**src/rtl/sparc_exu_ccr_pkg.sv**
```systemverilog
// Shared types for the EXU CCR write-port arbiter.
//   ccr_t     : {xcc[3:0], icc[3:0]} condition-code byte
//   tid_t     : 2-bit hardware thread id
//   gnt_src_e : which source owns the CCR write port this cycle
package sparc_exu_ccr_pkg;

  typedef logic [7:0] ccr_t;
  typedef logic [1:0] tid_t;

  typedef enum logic [2:0] {
    GNT_NONE,
    GNT_FIFO,
    GNT_W,
    GNT_DIV,
    GNT_TLU
  } gnt_src_e;

endpackage

```
**src/rtl/sparc_exu_ccr_skidfifo.sv**
```systemverilog
// Skid FIFO for W-stage CCR writes that lose arbitration.
// Holds DEPTH x {tid, data}; keeps a per-thread entry count so the
// arbiter can see which threads still have uncommitted writes queued.
//   clk, rst          : clock, synchronous active-high reset
//   i_push            : enqueue {i_push_tid, i_push_data}
//   i_pop             : dequeue head (ignored when empty)
//   o_head_tid/data   : current head entry
//   o_count           : occupancy
//   o_tid_pend[t]     : at least one entry belongs to thread t
module sparc_exu_ccr_skidfifo
  import sparc_exu_ccr_pkg::*;
#(
  parameter int unsigned DEPTH = 4,
  parameter int unsigned NTHR  = 4,
  localparam int unsigned PW   = (DEPTH > 1) ? $clog2(DEPTH) : 1,
  localparam int unsigned CW   = $clog2(DEPTH + 1)
) (
  input  logic            clk,
  input  logic            rst,
  input  logic            i_push,
  input  logic [1:0]      i_push_tid,
  input  logic [7:0]      i_push_data,
  input  logic            i_pop,
  output logic [1:0]      o_head_tid,
  output logic [7:0]      o_head_data,
  output logic [CW-1:0]   o_count,
  output logic [NTHR-1:0] o_tid_pend
);

  tid_t          r_tid_q  [DEPTH];
  ccr_t          r_data_q [DEPTH];
  logic [PW-1:0] r_wptr;
  logic [PW-1:0] r_rptr;
  logic [CW-1:0] r_cnt;
  logic [CW-1:0] r_tcnt   [NTHR];

  logic w_full;
  logic w_do_push;
  logic w_do_pop;

  assign w_full    = (r_cnt == CW'(DEPTH));
  assign w_do_pop  = i_pop && (r_cnt != '0);
  // A push into a full FIFO is only legal when the head leaves the same cycle.
  assign w_do_push = i_push && (!w_full || w_do_pop);

  always_ff @(posedge clk) begin
    if (rst) begin
      r_wptr <= '0;
      r_rptr <= '0;
      r_cnt  <= '0;
      for (int unsigned t = 0; t < NTHR; t++) begin
        r_tcnt[t] <= '0;
      end
    end else begin
      if (w_do_push) begin
        r_tid_q[r_wptr]  <= i_push_tid;
        r_data_q[r_wptr] <= i_push_data;
        r_wptr           <= r_wptr + PW'(1);
      end
      if (w_do_pop) begin
        r_rptr <= r_rptr + PW'(1);
      end
      case ({w_do_push, w_do_pop})
        2'b10:   r_cnt <= r_cnt + CW'(1);
        2'b01:   r_cnt <= r_cnt - CW'(1);
        default: ;
      endcase
      for (int unsigned t = 0; t < NTHR; t++) begin
        r_tcnt[t] <= r_tcnt[t]
                   + CW'(w_do_push && (i_push_tid == tid_t'(t)))
                   - CW'(w_do_pop && (r_tid_q[r_rptr] == tid_t'(t)));
      end
    end
  end

  // Overflow is an upstream protocol violation; the write is dropped above.
  always_ff @(posedge clk) begin
    if (!rst) begin
      assert (!(i_push && w_full && !w_do_pop));
    end
  end

  assign o_head_tid  = r_tid_q[r_rptr];
  assign o_head_data = r_data_q[r_rptr];
  assign o_count     = r_cnt;

  always_comb begin
    o_tid_pend = '0;
    for (int unsigned t = 0; t < NTHR; t++) begin
      o_tid_pend[t] = (r_tcnt[t] != '0);
    end
  end

endmodule

```
**src/rtl/sparc_exu_ccr_wrarb.sv**
```systemverilog
// CCR register-file write-port arbiter.
// Sources: W-stage ALU/WRCCR (cannot stall), divider setcc, TLU restore.
// W writes that lose arbitration are queued in a skid FIFO; once the FIFO
// is non-empty every W write goes through it so W order is preserved.
//   clk, rst                      : clock, synchronous active-high reset
//   w_vld, w_tid, w_data          : W-stage write
//   div_req, div_tid, div_data    : divider request (held until div_ack)
//   div_ack                       : divider write taken this cycle
//   tlu_req, tlu_tid, tlu_data    : TLU restore (held until tlu_ack)
//   tlu_ack                       : restore taken this cycle
//   ccr_we, ccr_wtid, ccr_wdata   : CCR file write port
//   ccr_pend                      : per-thread queued W writes
//   wrarb_stall                   : FIFO nearly full, stop setcc issue
module sparc_exu_ccr_wrarb #(
  parameter int unsigned DEPTH      = 4,
  parameter int unsigned STARVE_LIM = 3,
  parameter int unsigned NTHR       = 4
) (
  input  logic            clk,
  input  logic            rst,
  input  logic            w_vld,
  input  logic [1:0]      w_tid,
  input  logic [7:0]      w_data,
  input  logic            div_req,
  input  logic [1:0]      div_tid,
  input  logic [7:0]      div_data,
  output logic            div_ack,
  input  logic            tlu_req,
  input  logic [1:0]      tlu_tid,
  input  logic [7:0]      tlu_data,
  output logic            tlu_ack,
  output logic            ccr_we,
  output logic [1:0]      ccr_wtid,
  output logic [7:0]      ccr_wdata,
  output logic [NTHR-1:0] ccr_pend,
  output logic            wrarb_stall
);

  import sparc_exu_ccr_pkg::*;

  localparam int unsigned CW = $clog2(DEPTH + 1);
  localparam int unsigned SW = (STARVE_LIM > 0) ? $clog2(STARVE_LIM + 1) : 1;

  gnt_src_e      w_gnt;
  logic [SW-1:0] r_starve;
  logic [CW-1:0] w_cnt;
  logic [NTHR-1:0] w_pend;
  tid_t          w_head_tid;
  ccr_t          w_head_data;
  logic          w_fifo_ne;
  logic          w_div_blk;
  logic          w_tlu_blk;
  logic          w_starve;
  logic          w_push;
  logic          w_pop;

  sparc_exu_ccr_skidfifo #(
    .DEPTH (DEPTH),
    .NTHR  (NTHR)
  ) u_skidfifo (
    .clk         (clk),
    .rst         (rst),
    .i_push      (w_push),
    .i_push_tid  (w_tid),
    .i_push_data (w_data),
    .i_pop       (w_pop),
    .o_head_tid  (w_head_tid),
    .o_head_data (w_head_data),
    .o_count     (w_cnt),
    .o_tid_pend  (w_pend)
  );

  assign w_fifo_ne = (w_cnt != '0);

  // Div/TLU must not overtake an older queued W write to the same thread.
  always_comb begin
    w_div_blk = 1'b0;
    w_tlu_blk = 1'b0;
    for (int unsigned t = 0; t < NTHR; t++) begin
      if (w_pend[t] && (div_tid == tid_t'(t))) w_div_blk = 1'b1;
      if (w_pend[t] && (tlu_tid == tid_t'(t))) w_tlu_blk = 1'b1;
    end
  end

  assign w_starve = div_req && !w_div_blk && (r_starve == SW'(STARVE_LIM));

  always_comb begin
    w_gnt = GNT_NONE;
    if (rst)                         w_gnt = GNT_NONE;
    else if (w_starve)               w_gnt = GNT_DIV;
    else if (w_fifo_ne)              w_gnt = GNT_FIFO;
    else if (w_vld)                  w_gnt = GNT_W;
    else if (div_req && !w_div_blk)  w_gnt = GNT_DIV;
    else if (tlu_req && !w_tlu_blk)  w_gnt = GNT_TLU;
  end

  assign w_push = !rst && w_vld && (w_gnt != GNT_W);
  assign w_pop  = (w_gnt == GNT_FIFO);

  always_comb begin
    ccr_we    = 1'b0;
    ccr_wtid  = '0;
    ccr_wdata = '0;
    div_ack   = 1'b0;
    tlu_ack   = 1'b0;
    case (w_gnt)
      GNT_FIFO: begin
        ccr_we    = 1'b1;
        ccr_wtid  = w_head_tid;
        ccr_wdata = w_head_data;
      end
      GNT_W: begin
        ccr_we    = 1'b1;
        ccr_wtid  = w_tid;
        ccr_wdata = w_data;
      end
      GNT_DIV: begin
        ccr_we    = 1'b1;
        ccr_wtid  = div_tid;
        ccr_wdata = div_data;
        div_ack   = 1'b1;
      end
      GNT_TLU: begin
        ccr_we    = 1'b1;
        ccr_wtid  = tlu_tid;
        ccr_wdata = tlu_data;
        tlu_ack   = 1'b1;
      end
      default: ;
    endcase
  end

  always_ff @(posedge clk) begin
    if (rst || !div_req || div_ack) begin
      r_starve <= '0;
    end else if (r_starve != SW'(STARVE_LIM)) begin
      r_starve <= r_starve + SW'(1);
    end
  end

  assign ccr_pend    = w_pend;
  assign wrarb_stall = (w_cnt >= CW'(DEPTH - 1));

endmodule

```
**config.mk**
```make
export PLATFORM = sky130hd
export DESIGN_NAME = sparc_exu_ccr_wrarb
export DESIGN_NICKNAME = d
export VERILOG_FILES = /design/src/rtl/sparc_exu_ccr_pkg.sv /design/src/rtl/sparc_exu_ccr_skidfifo.sv /design/src/rtl/sparc_exu_ccr_wrarb.sv
export SDC_FILE = /design/constraint.sdc
export NUM_CORES = 1
export LEC_CHECK = 0
export ABC_AREA = 1
export CORE_MARGIN = 5
export CORE_UTILIZATION = 50
export CTS_CLUSTER_DIAMETER = 100
export DETAILED_ROUTE_END_ITERATION = 10
export PLACE_DENSITY = 0.79
export SLEW_MARGIN = 20
export SYNTH_ARGS = -nofsm -noshare
export SYNTH_HDL_FRONTEND = slang
export SYNTH_HIERARCHICAL = 1
export SYNTH_SLANG_ARGS = --single-unit
```
**constraint.sdc**
```tcl
create_clock -name clk -period 6.6 [get_ports clk]
set_input_delay 1.32 -clock clk [delete_from_list [all_inputs] [get_ports clk]]
set_output_delay 1.32 -clock clk [all_outputs]
set_load 0.005 [all_outputs]
```
==> results of run 1 <==
-- sequential cells by signal, indices dropped and copies added, names as in the netlist, named ones only --
name	flops
u_skidfifo/r_data_q	32
r_starve	2
u_skidfifo/r_wptr	2
u_skidfifo/r_tcnt	12
u_skidfifo/o_count	3
u_skidfifo/r_tid_q	8
u_skidfifo/r_rptr	2
-- worst max-delay path: cells and delay by family --
| kind | cells | cell delay (ps) |
|---|---|---|
| buffers and inverters | 5 | 1900 |
| AND/OR/NAND/NOR | 5 | 510 |
| AO/OA/AOI/OAI | 1 | 170 |
-- through the flow --
| stage | setup WS, ps | std cells | util | cell area (µm²) | hold WS (ps) |
|---|---|---|---|---|---|
| 2_1_floorplan | 2757 | 407 | - | 3515 | 423.0 |
| 6_report | 1385 | 559 | 0.6308 | 4309 | 472.2 |
| 3_5_place_dp | 1419 | 543 | 0.5940 | 4058 | 456.5 |
| 4_1_cts | 1407 | 559 | 0.6308 | 4309 | 469.8 |
| 3_3_place_gp | 1524 | 543 | 0.5940 | 4058 | 436.5 |
| 5_1_grt | 1125 | 559 | 0.6308 | 4309 | 497.2 |
-- metal layers --
layer  wire length, µm  track usage  up-vias  share of wire
met5                 0            0        -              0
met4               248      0.08785        0          0.031
met3               444      0.03686       25          0.056
met2              4037       0.3276       97           0.51
met1              3150       0.2244     1323           0.40
li1                  -            -     1402              -
-- cell usage in the layout (no fill, tap or decap), types with 12 or more instances in the layout --
cell type        Yosys  final
a21oi_1             13     13
clkdlybuf4s50_1      0     52
dfxtp_1             23     23
edfxtp_1            40     40
ha_1                13     13
inv_1               67     67
nand2_1             82     82
nand3_1             25     25
nand3_2             12     12
nor2_1              44     44
o21ai_0             23     23
-- layout make-up --
class / count / share of cell area
clock inverters: 7 / 0.02962
flip-flops and latches: 63 / 0.3856
inverters: 77 / 0.06707
multi-input cells: 255 / 0.3403
well taps: 96 / 0.02787
repair buffers: 52 / 0.1208
clock buffers: 9 / 0.02875
-- worst min-delay path by stage --
stage / start / to
2_1_floorplan: u_skidfifo/r_tcnt[0][2]$_SDFF_PP0_ / u_skidfifo/r_tcnt[0][2]$_SDFF_PP0_
3_3_place_gp: u_skidfifo/r_tcnt[0][2]$_SDFF_PP0_ / u_skidfifo/r_tcnt[0][2]$_SDFF_PP0_
3_5_place_dp: u_skidfifo/r_tcnt[0][2]$_SDFF_PP0_ / u_skidfifo/r_tcnt[0][2]$_SDFF_PP0_
4_1_cts: u_skidfifo/r_tcnt[0][2]$_SDFF_PP0_ / u_skidfifo/r_tcnt[0][2]$_SDFF_PP0_
5_1_grt: u_skidfifo/r_rptr[1]$_SDFFE_PP0N_ / u_skidfifo/r_rptr[1]$_SDFFE_PP0N_
6_report: u_skidfifo/r_tcnt[0][2]$_SDFF_PP0_ / u_skidfifo/r_tcnt[0][2]$_SDFF_PP0_
-- power by group --
part | internal (mW) | switching, mW
clock | 0.256 | 0.162
sequential | 0.436 | 0.0163
combinational | 0.119 | 0.152
-- cell families (layout without fill, tap and decap cells) --
logic type | Yosys count | after routing | share of synthesized area
buf+inv | 89 | 145 | 0.1100
xor+xnor | 5 | 5 | 0.01246
mux | 1 | 1 | 0.002848
simple gates | 181 | 181 | 0.2371
fa+ha+maj | 18 | 18 | 0.07476
flops | 63 | 63 | 0.4728
compound gates | 50 | 50 | 0.09007
==> results.toml, run 1 <==
[job]
drv_cap = 0

[clock_network]
cts_made_buffers = 9
htreeDepth = 3
cts_tree = "yes"
hold_buffers = 0
path_clk_slew_ps = 80
cts.path.max_buffers = 2
cts-resized-gates = 0
root_buffer = "clkbuf_8"
clock_sinks = 63
insertion_delay_ps = 340
cts_setup_buffers = 0

[place]
dpl.hpwl_um = 5600
port_buffers = 52
gp_congestion = 0.7992

[critical_path]
worstPathArrival_ps = 3900
timing.rr.start = "u_skidfifo/r_tcnt[1][1]$_SDFF_PP0_"
cp.required_ps = 5280
crit_fanout = 13
crit_path_end = "ccr_wdata[4]"
startpoint = "rst"
slowest_stage = "clkdlybuf4s50_1"
reg2reg_slack_ps = 2800
crit_type = "primary input to primary output"
ff2ff_path_depth = 21
r2r-end = "u_skidfifo/r_tcnt[0][2]$_SDFF_PP0_"
slowest_delay_ps = 700
cp-start-kind = "primary input"
endpoint_kind = "primary output"
crit_path_cell_trace = "clkdlybuf4s50_1 -> inv_1 -> nand3_1 -> a21oi_1 -> nand3_1 -> inv_1 -> nand2_1 -> nand2_1 -> inv_1 -> nand2_1 -> clkdlybuf4s50_1"

[grt]
grt_pass1_wl_um = 12880
grtUsageTotal = 0.1890
grt_max_degree = 23
grt_pass1_vias = 2816
grt-ovfl-total = 0
grt_antenna_before_repair = 0

[timing]
rsz0062_at_grt = "no"
fin_crit_ps = 5215
drv_slew = 0
timing.fmax_ghz = 0.1917
finalHoldViolCount = 0
fin_skew_ps = 9.379
min_period_over_period = 0.7902
tns_ps = 0
relSlewSlack = 0.3472
worst_pin_slew_ps = 975.6
setup_viol = 0

[power_and_ir_drop]
irDropWorstVdd_mv = 0.1666
power_density_nw_per_um2 = 264.9
finalPower_mw = 1.141
p_leak_nw = 1.834

[final_layout]
fin_nets = 511
seqCellArea_um2 = 1662
area_delta_synth_final_pct = 22.61
multi_input_area_um2 = 1466
n_fill_cell = 583
drive_gt1_frac = 0.1166
num_antenna_cells = 0

[route]
drc = 0
avgViaCountPerCell = 5.093
first_pass_iters = 4
drt_wl_total_um = 7880
num_vias = 2847
drt-initial-drc-count = 198
wl_per_cell_um = 14.10
ant_nets = 0

[yosys]
netlist.area_leader.share = 0.3418
ys_ff_latch = 63
yosysTopAreaCell = "edfxtp_1"
synthCells = 407
synth_edf_count = 40
yosysMostFrequentCell = "nand2_1"
yosysUniqueCellTypes = 31
syn_nets = 460
synth_common_cells = "nand2_1, inv_1, nor2_1, edfxtp_1, nand3_1"
syn-cell-area_um2 = 3515
synthArstFlopShare = 0
ys_seq_area_frac = 0.4728
ys.flop_type = "edfxtp_1"
ys_warn_count = 6
syn_avg_cell_area_um2 = 8.635
synth_area_leaders = "edfxtp_1, dfxtp_1, nand2_1"

[floorplan]
die-area_um2 = 8806
placeableCoreArea_um2 = 6832
rows = 30
start_util = 0.5145
num_io_pins = 53
die_h_um = 93.84
die_w_um = 93.84

[min_path]
hold_path_depth = 1
hp-class = "flip-flop to flip-flop"

[run_status]
status = "finished, final reports clean"
No activity file was read; power rests on OpenSTA's default activity.
==> run 2, diff against run 1 <==
clock period = 5.1 ns   (was 6.6 ns; I/O delays follow)
==> run 2 against run 1 <==
Net effect:
- sequential cell count stayed put
- power is 30% higher
- register-to-register slack worse by 1100 ps
==> results.toml, run 2 (synthesis results as in run 1) <==
[run_status]
status = "finished, final reports clean"

[final_layout]
n_fill_cell = 560
layout_commonest_cell = "nand2_1"
most-common-layout-cells = "nand2_1, inv_1, clkdlybuf4s50_1, nor2_1, edfxtp_1"
drive_gt1_frac = 0.1316
largest_reg_flops = 32
fin_nets = 519
area_delta_synth_final_pct = 24.31
num_antenna_cells = 0
top_register = "u_skidfifo/r_data_q"
top_regs = "u_skidfifo/r_data_q: 32 flops, u_skidfifo/r_tcnt: 12 flops, u_skidfifo/r_tid_q: 8 flops"

[grt]
grt_antenna_before_repair = 0
grtUsageTotal = 0.1884
grt_max_degree = 22
grt_pass1_wl_um = 13000
grt_pass1_vias = 2903
grt-ovfl-total = 0

[timing]
min_period_over_period = 0.8615
tns_ps = 0
setup_viol = 0
worst_pin_slew_ps = 729.5
drv_slew = 0
relSlewSlack = 0.5130
rsz0062_at_grt = "no"
fin_crit_ps = 4393
timing.fmax_ghz = 0.2276
finalHoldViolCount = 0
fin_skew_ps = 11.57

[route]
drt_wl_total_um = 7866
num_vias = 2886
ant_nets = 0
wl_per_cell_um = 13.87
drc = 0
avgViaCountPerCell = 5.090
first_pass_iters = 5
drt-initial-drc-count = 195

[floorplan]
start_util = 0.5145
rows = 30
num_io_pins = 53
die-area_um2 = 8806
placeableCoreArea_um2 = 6832
die_h_um = 93.84
die_w_um = 93.84

[power_and_ir_drop]
finalPower_mw = 1.486
power_density_nw_per_um2 = 340.1
p_leak_nw = 1.875
irDropWorstVdd_mv = 0.2356

[critical_path]
cp.required_ps = 4080
reg2reg_slack_ps = 1680
cp-start-kind = "primary input"
crit_fanout = 11
worstPathArrival_ps = 3370
crit_type = "primary input to primary output"
endpoint_kind = "primary output"

[place]
gp_congestion = 0.9139
port_buffers = 52
dpl.hpwl_um = 5775

[clock_network]
hold_buffers = 0
cts_tree = "yes"
cts.path.max_buffers = 2
cts_setup_buffers = 0
cts_made_buffers = 9
htreeDepth = 3
insertion_delay_ps = 340
path_clk_slew_ps = 70
clock_sinks = 63
root_buffer = "clkbuf_8"
cts-resized-gates = 0

[min_path]
hp-class = "flip-flop to flip-flop"

[job]
drv_cap = 0
==> run 2: cell type report <==
| class | instances | area (µm²) | area share |
|---|---|---|---|
| Clock buffer | 9 | 123.9 | 0.02835 |
| Clock inverter | 7 | 127.6 | 0.02921 |
| Inverter | 77 | 289.0 | 0.06615 |
| Multi-Input combinational cell | 255 | 1466 | 0.3356 |
| Sequential cell | 63 | 1662 | 0.3803 |
| Tap cell | 96 | 120.1 | 0.02749 |
| Timing Repair Buffer | 60 | 580.6 | 0.1329 |
==> run 2: through the flow <==
| step | util | instance area, µm² | setup slack (ps) | hold WS [ps] | std cells |
|---|---|---|---|---|---|
| 2_1_floorplan | - | 3515 | 1557 | 423.0 | 407 |
| 3_3_place_gp | 0.6027 | 4118 | 792.4 | 440.0 | 551 |
| 3_5_place_dp | 0.6027 | 4118 | 695.0 | 470.1 | 551 |
| 4_1_cts | 0.6396 | 4369 | 723.7 | 481.0 | 567 |
| 5_1_grt | 0.6396 | 4369 | 504.8 | 500.6 | 567 |
| 6_report | 0.6396 | 4369 | 706.5 | 479.9 | 567 |
==> run 2: report_power, final <==
part | total [mW] | switching (mW) | internal [mW]
registers | 0.585 | 0.0210 | 0.565
logic | 0.360 | 0.199 | 0.161
clock network | 0.540 | 0.209 | 0.331
total | 1.49 | 0.429 | 1.06
==> run 2: layer usage <==
metal / track usage / up-vias / share of wire
met3: 0.04567 / 13 / 0.068
met1: 0.2290 / 1348 / 0.42
met5: 0 / - / 0
met2: 0.3193 / 106 / 0.50
li1: - / 1419 / -
met4: 0.07581 / 0 / 0.013
==> run 2: worst max-delay path, cell delays in order <==
cell and delay [ps]:
clkdlybuf4s50_1 540, inv_2 60, nand2_1 50, nand3_1 80
nand2_2 100, nand2_2 70, nand2_2 80, nand2_2 50
nor2_2 450, nand2_1 190, nand4_1 150, clkdlybuf4s50_1 520
==> run 2: worst paths after layout <==
kind | startpoint | endpoint | cells past startpoint
worst min register to register | u_skidfifo/r_tcnt[2][2]$_SDFF_PP0_ | u_skidfifo/r_tcnt[2][2]$_SDFF_PP0_ | 2
worst max-delay path | div_tid[0] | ccr_we | 12
worst min-delay path | u_skidfifo/r_tcnt[2][2]$_SDFF_PP0_ | u_skidfifo/r_tcnt[2][2]$_SDFF_PP0_ | 2
worst max register to register | u_skidfifo/r_tcnt[1][1]$_SDFF_PP0_ | u_skidfifo/r_tcnt[2][2]$_SDFF_PP0_ | 21
==> run 3, diff against run 2 <==
CORE_MARGIN = default   (was 5)
==> run 3 against run 2 <==
Net effect:
- worst hold slack lost 17 ps
- largest power group unchanged
- die area shrank 16%
- critical endpoint is now ccr_wtid[1]
- non-clock buffer count shrank 1
- clock skew shrank 2.0 ps
- via count shrank 1.1%
==> results.toml, run 3 (synthesis results as in run 1) <==
[grt]
grt_max_degree = 22
grtUsageTotal = 0.2339
grt-ovfl-total = 0
grt_pass1_vias = 2813
grt_antenna_before_repair = 0
grt_pass1_wl_um = 12990

[timing]
setup_viol = 0
fin_crit_ps = 4362
min_period_over_period = 0.8553
rsz0062_at_grt = "no"
worst_pin_slew_ps = 685.5
timing.fmax_ghz = 0.2293
fin_skew_ps = 9.584
drv_slew = 0
whs_ps = 463.1
tns_ps = 0
finalHoldViolCount = 0
relSlewSlack = 0.5424

[route]
m1WireLength_um = 3206
wl_met3_um = 475
avgViaCountPerCell = 5.042
met2WireLength_um = 3962
num_vias = 2854
drc = 0
drt_wl_total_um = 7751
wl_per_cell_um = 13.69
drt-initial-drc-count = 198
ant_nets = 0
highest_layer = "met4"
first_pass_iters = 4

[clock_network]
clock_sinks = 63
cts_tree = "yes"
htreeDepth = 3
hold_buffers = 0
insertion_delay_ps = 350
cts.path.max_buffers = 2
root_buffer = "clkbuf_8"
cts-resized-gates = 0
cts_setup_buffers = 0
path_clk_slew_ps = 70
cts_made_buffers = 9

[power_and_ir_drop]
p_seq_frac = 0.426
p_int_uw = 948.7
finalPower_mw = 1.374
power_density_nw_per_um2 = 318.9
switching_power_uw = 424.9
clkPwrFrac = 0.314
p_sw_frac = 0.3093
p_leak_nw = 1.832
irDropWorstVdd_mv = 0.1401
p_comb_frac = 0.260

[critical_path]
worstPathArrival_ps = 3340
cp-start-kind = "primary input"
path_buf_inv = 4
cp.required_ps = 4080
slowest_stage = "clkdlybuf4s50_1"
crit_fanout = 11
endpoint_kind = "primary output"
crit_path_cell_trace = "clkdlybuf4s50_1 -> inv_2 -> nand2_1 -> nand3_1 -> nand2_2 -> nand2_2 -> nand2_2 -> nand2_2 -> nor2_2 -> nand3_1 -> nand2_1 -> inv_1 -> nand2_1 -> clkdlybuf4s50_1"
crit_type = "primary input to primary output"
crit_top_cell = "nand2_2"
critPathTopFamily = "simple AND/OR/NAND/NOR gates"
slowest_delay_ps = 540

[place]
dpl.hpwl_um = 5530
gp_congestion = 0.8696
placed_area_um2 = 4110
port_buffers = 52

[final_layout]
fin_area_um2 = 4308
top_regs = "u_skidfifo/r_data_q: 32 flops, u_skidfifo/r_tcnt: 12 flops, u_skidfifo/r_tid_q: 8 flops"
num_antenna_cells = 0
fin_nets = 518
top_register = "u_skidfifo/r_data_q"
area_delta_synth_final_pct = 22.57
largest_reg_flops = 32
drive_gt1_frac = 0.1298
layout_commonest_cell = "nand2_1"
n_fill_cell = 579
most-common-layout-cells = "nand2_1, inv_1, clkdlybuf4s50_1, nor2_1, edfxtp_1"

[floorplan]
die_w_um = 85.84
rows = 30
die-area_um2 = 7369
placeableCoreArea_um2 = 6794
num_io_pins = 53
die_h_um = 85.84
start_util = 0.5173

[min_path]
hp-class = "flip-flop to flip-flop"

[run_status]
status = "finished, final reports clean"

[job]
drv_cap = 0
[run 3: through the flow]
| step | instances | util | worst slack (ps) |
|---|---|---|---|
| finish | 566 | 0.6341 | 738.0 |
| global route | 566 | 0.6341 | 484.1 |
| CTS | 566 | 0.6341 | 715.7 |
| detailed placement | 550 | 0.6050 | 724.3 |
| global placement | 550 | 0.6050 | 776.1 |
| floorplan | 407 | - | 1557 |
[run 3: area by class of cell]
cell class | count | area [µm²] | area share
clock buffer | 9 | 123.9 | 0.02875
clock inverter | 7 | 73.82 | 0.01714
inverter | 77 | 289.0 | 0.06709
multi-input combinational | 255 | 1466 | 0.3404
sequential | 63 | 1662 | 0.3857
tap | 96 | 120.1 | 0.02788
timing repair buffer | 59 | 573.1 | 0.1330
[run 3: routing by layer]
layer | up-vias | track usage
met4 | 0 | 0.09242
met1 | 1345 | 0.2803
li1 | 1417 | -
met3 | 8 | 0.06256
met2 | 84 | 0.4015
met5 | - | 0
[run 3: power by group through the flow]
stage                     Combinational [mW]  Sequential, mW  Clock [mW]
after floorplan                        0.223           0.588           0
after global placement                 0.347           0.595           0
after detailed placement               0.357           0.597           0
after CTS                              0.359           0.585       0.441
after global routing                   0.400           0.588       0.466
final                                  0.358           0.585       0.431
[run 3: worst paths after layout]
kind | startpoint | to | slack (ps) | depth (start not counted)
max | div_tid[0] | ccr_wtid[1] | 740 | 14
min | u_skidfifo/r_tcnt[0][2]$_SDFF_PP0_ | u_skidfifo/r_tcnt[0][2]$_SDFF_PP0_ | 460 | 1
max reg2reg | u_skidfifo/r_tcnt[1][1]$_SDFF_PP0_ | u_skidfifo/r_tcnt[2][2]$_SDFF_PP0_ | 1790 | 21
min reg2reg | u_skidfifo/r_tcnt[0][2]$_SDFF_PP0_ | u_skidfifo/r_tcnt[0][2]$_SDFF_PP0_ | 460 | 1
[run 3: worst reg2reg max path, delay by kind of cell (launching register included)]
| kind | cells | cell delay [ps] |
|---|---|---|
| compound gates | 4 | 620 |
| flops | 1 | 340 |
| buf+inv | 4 | 340 |
| fa+ha+maj | 3 | 740 |
| xor+xnor | 1 | 200 |
| simple gates | 9 | 980 |
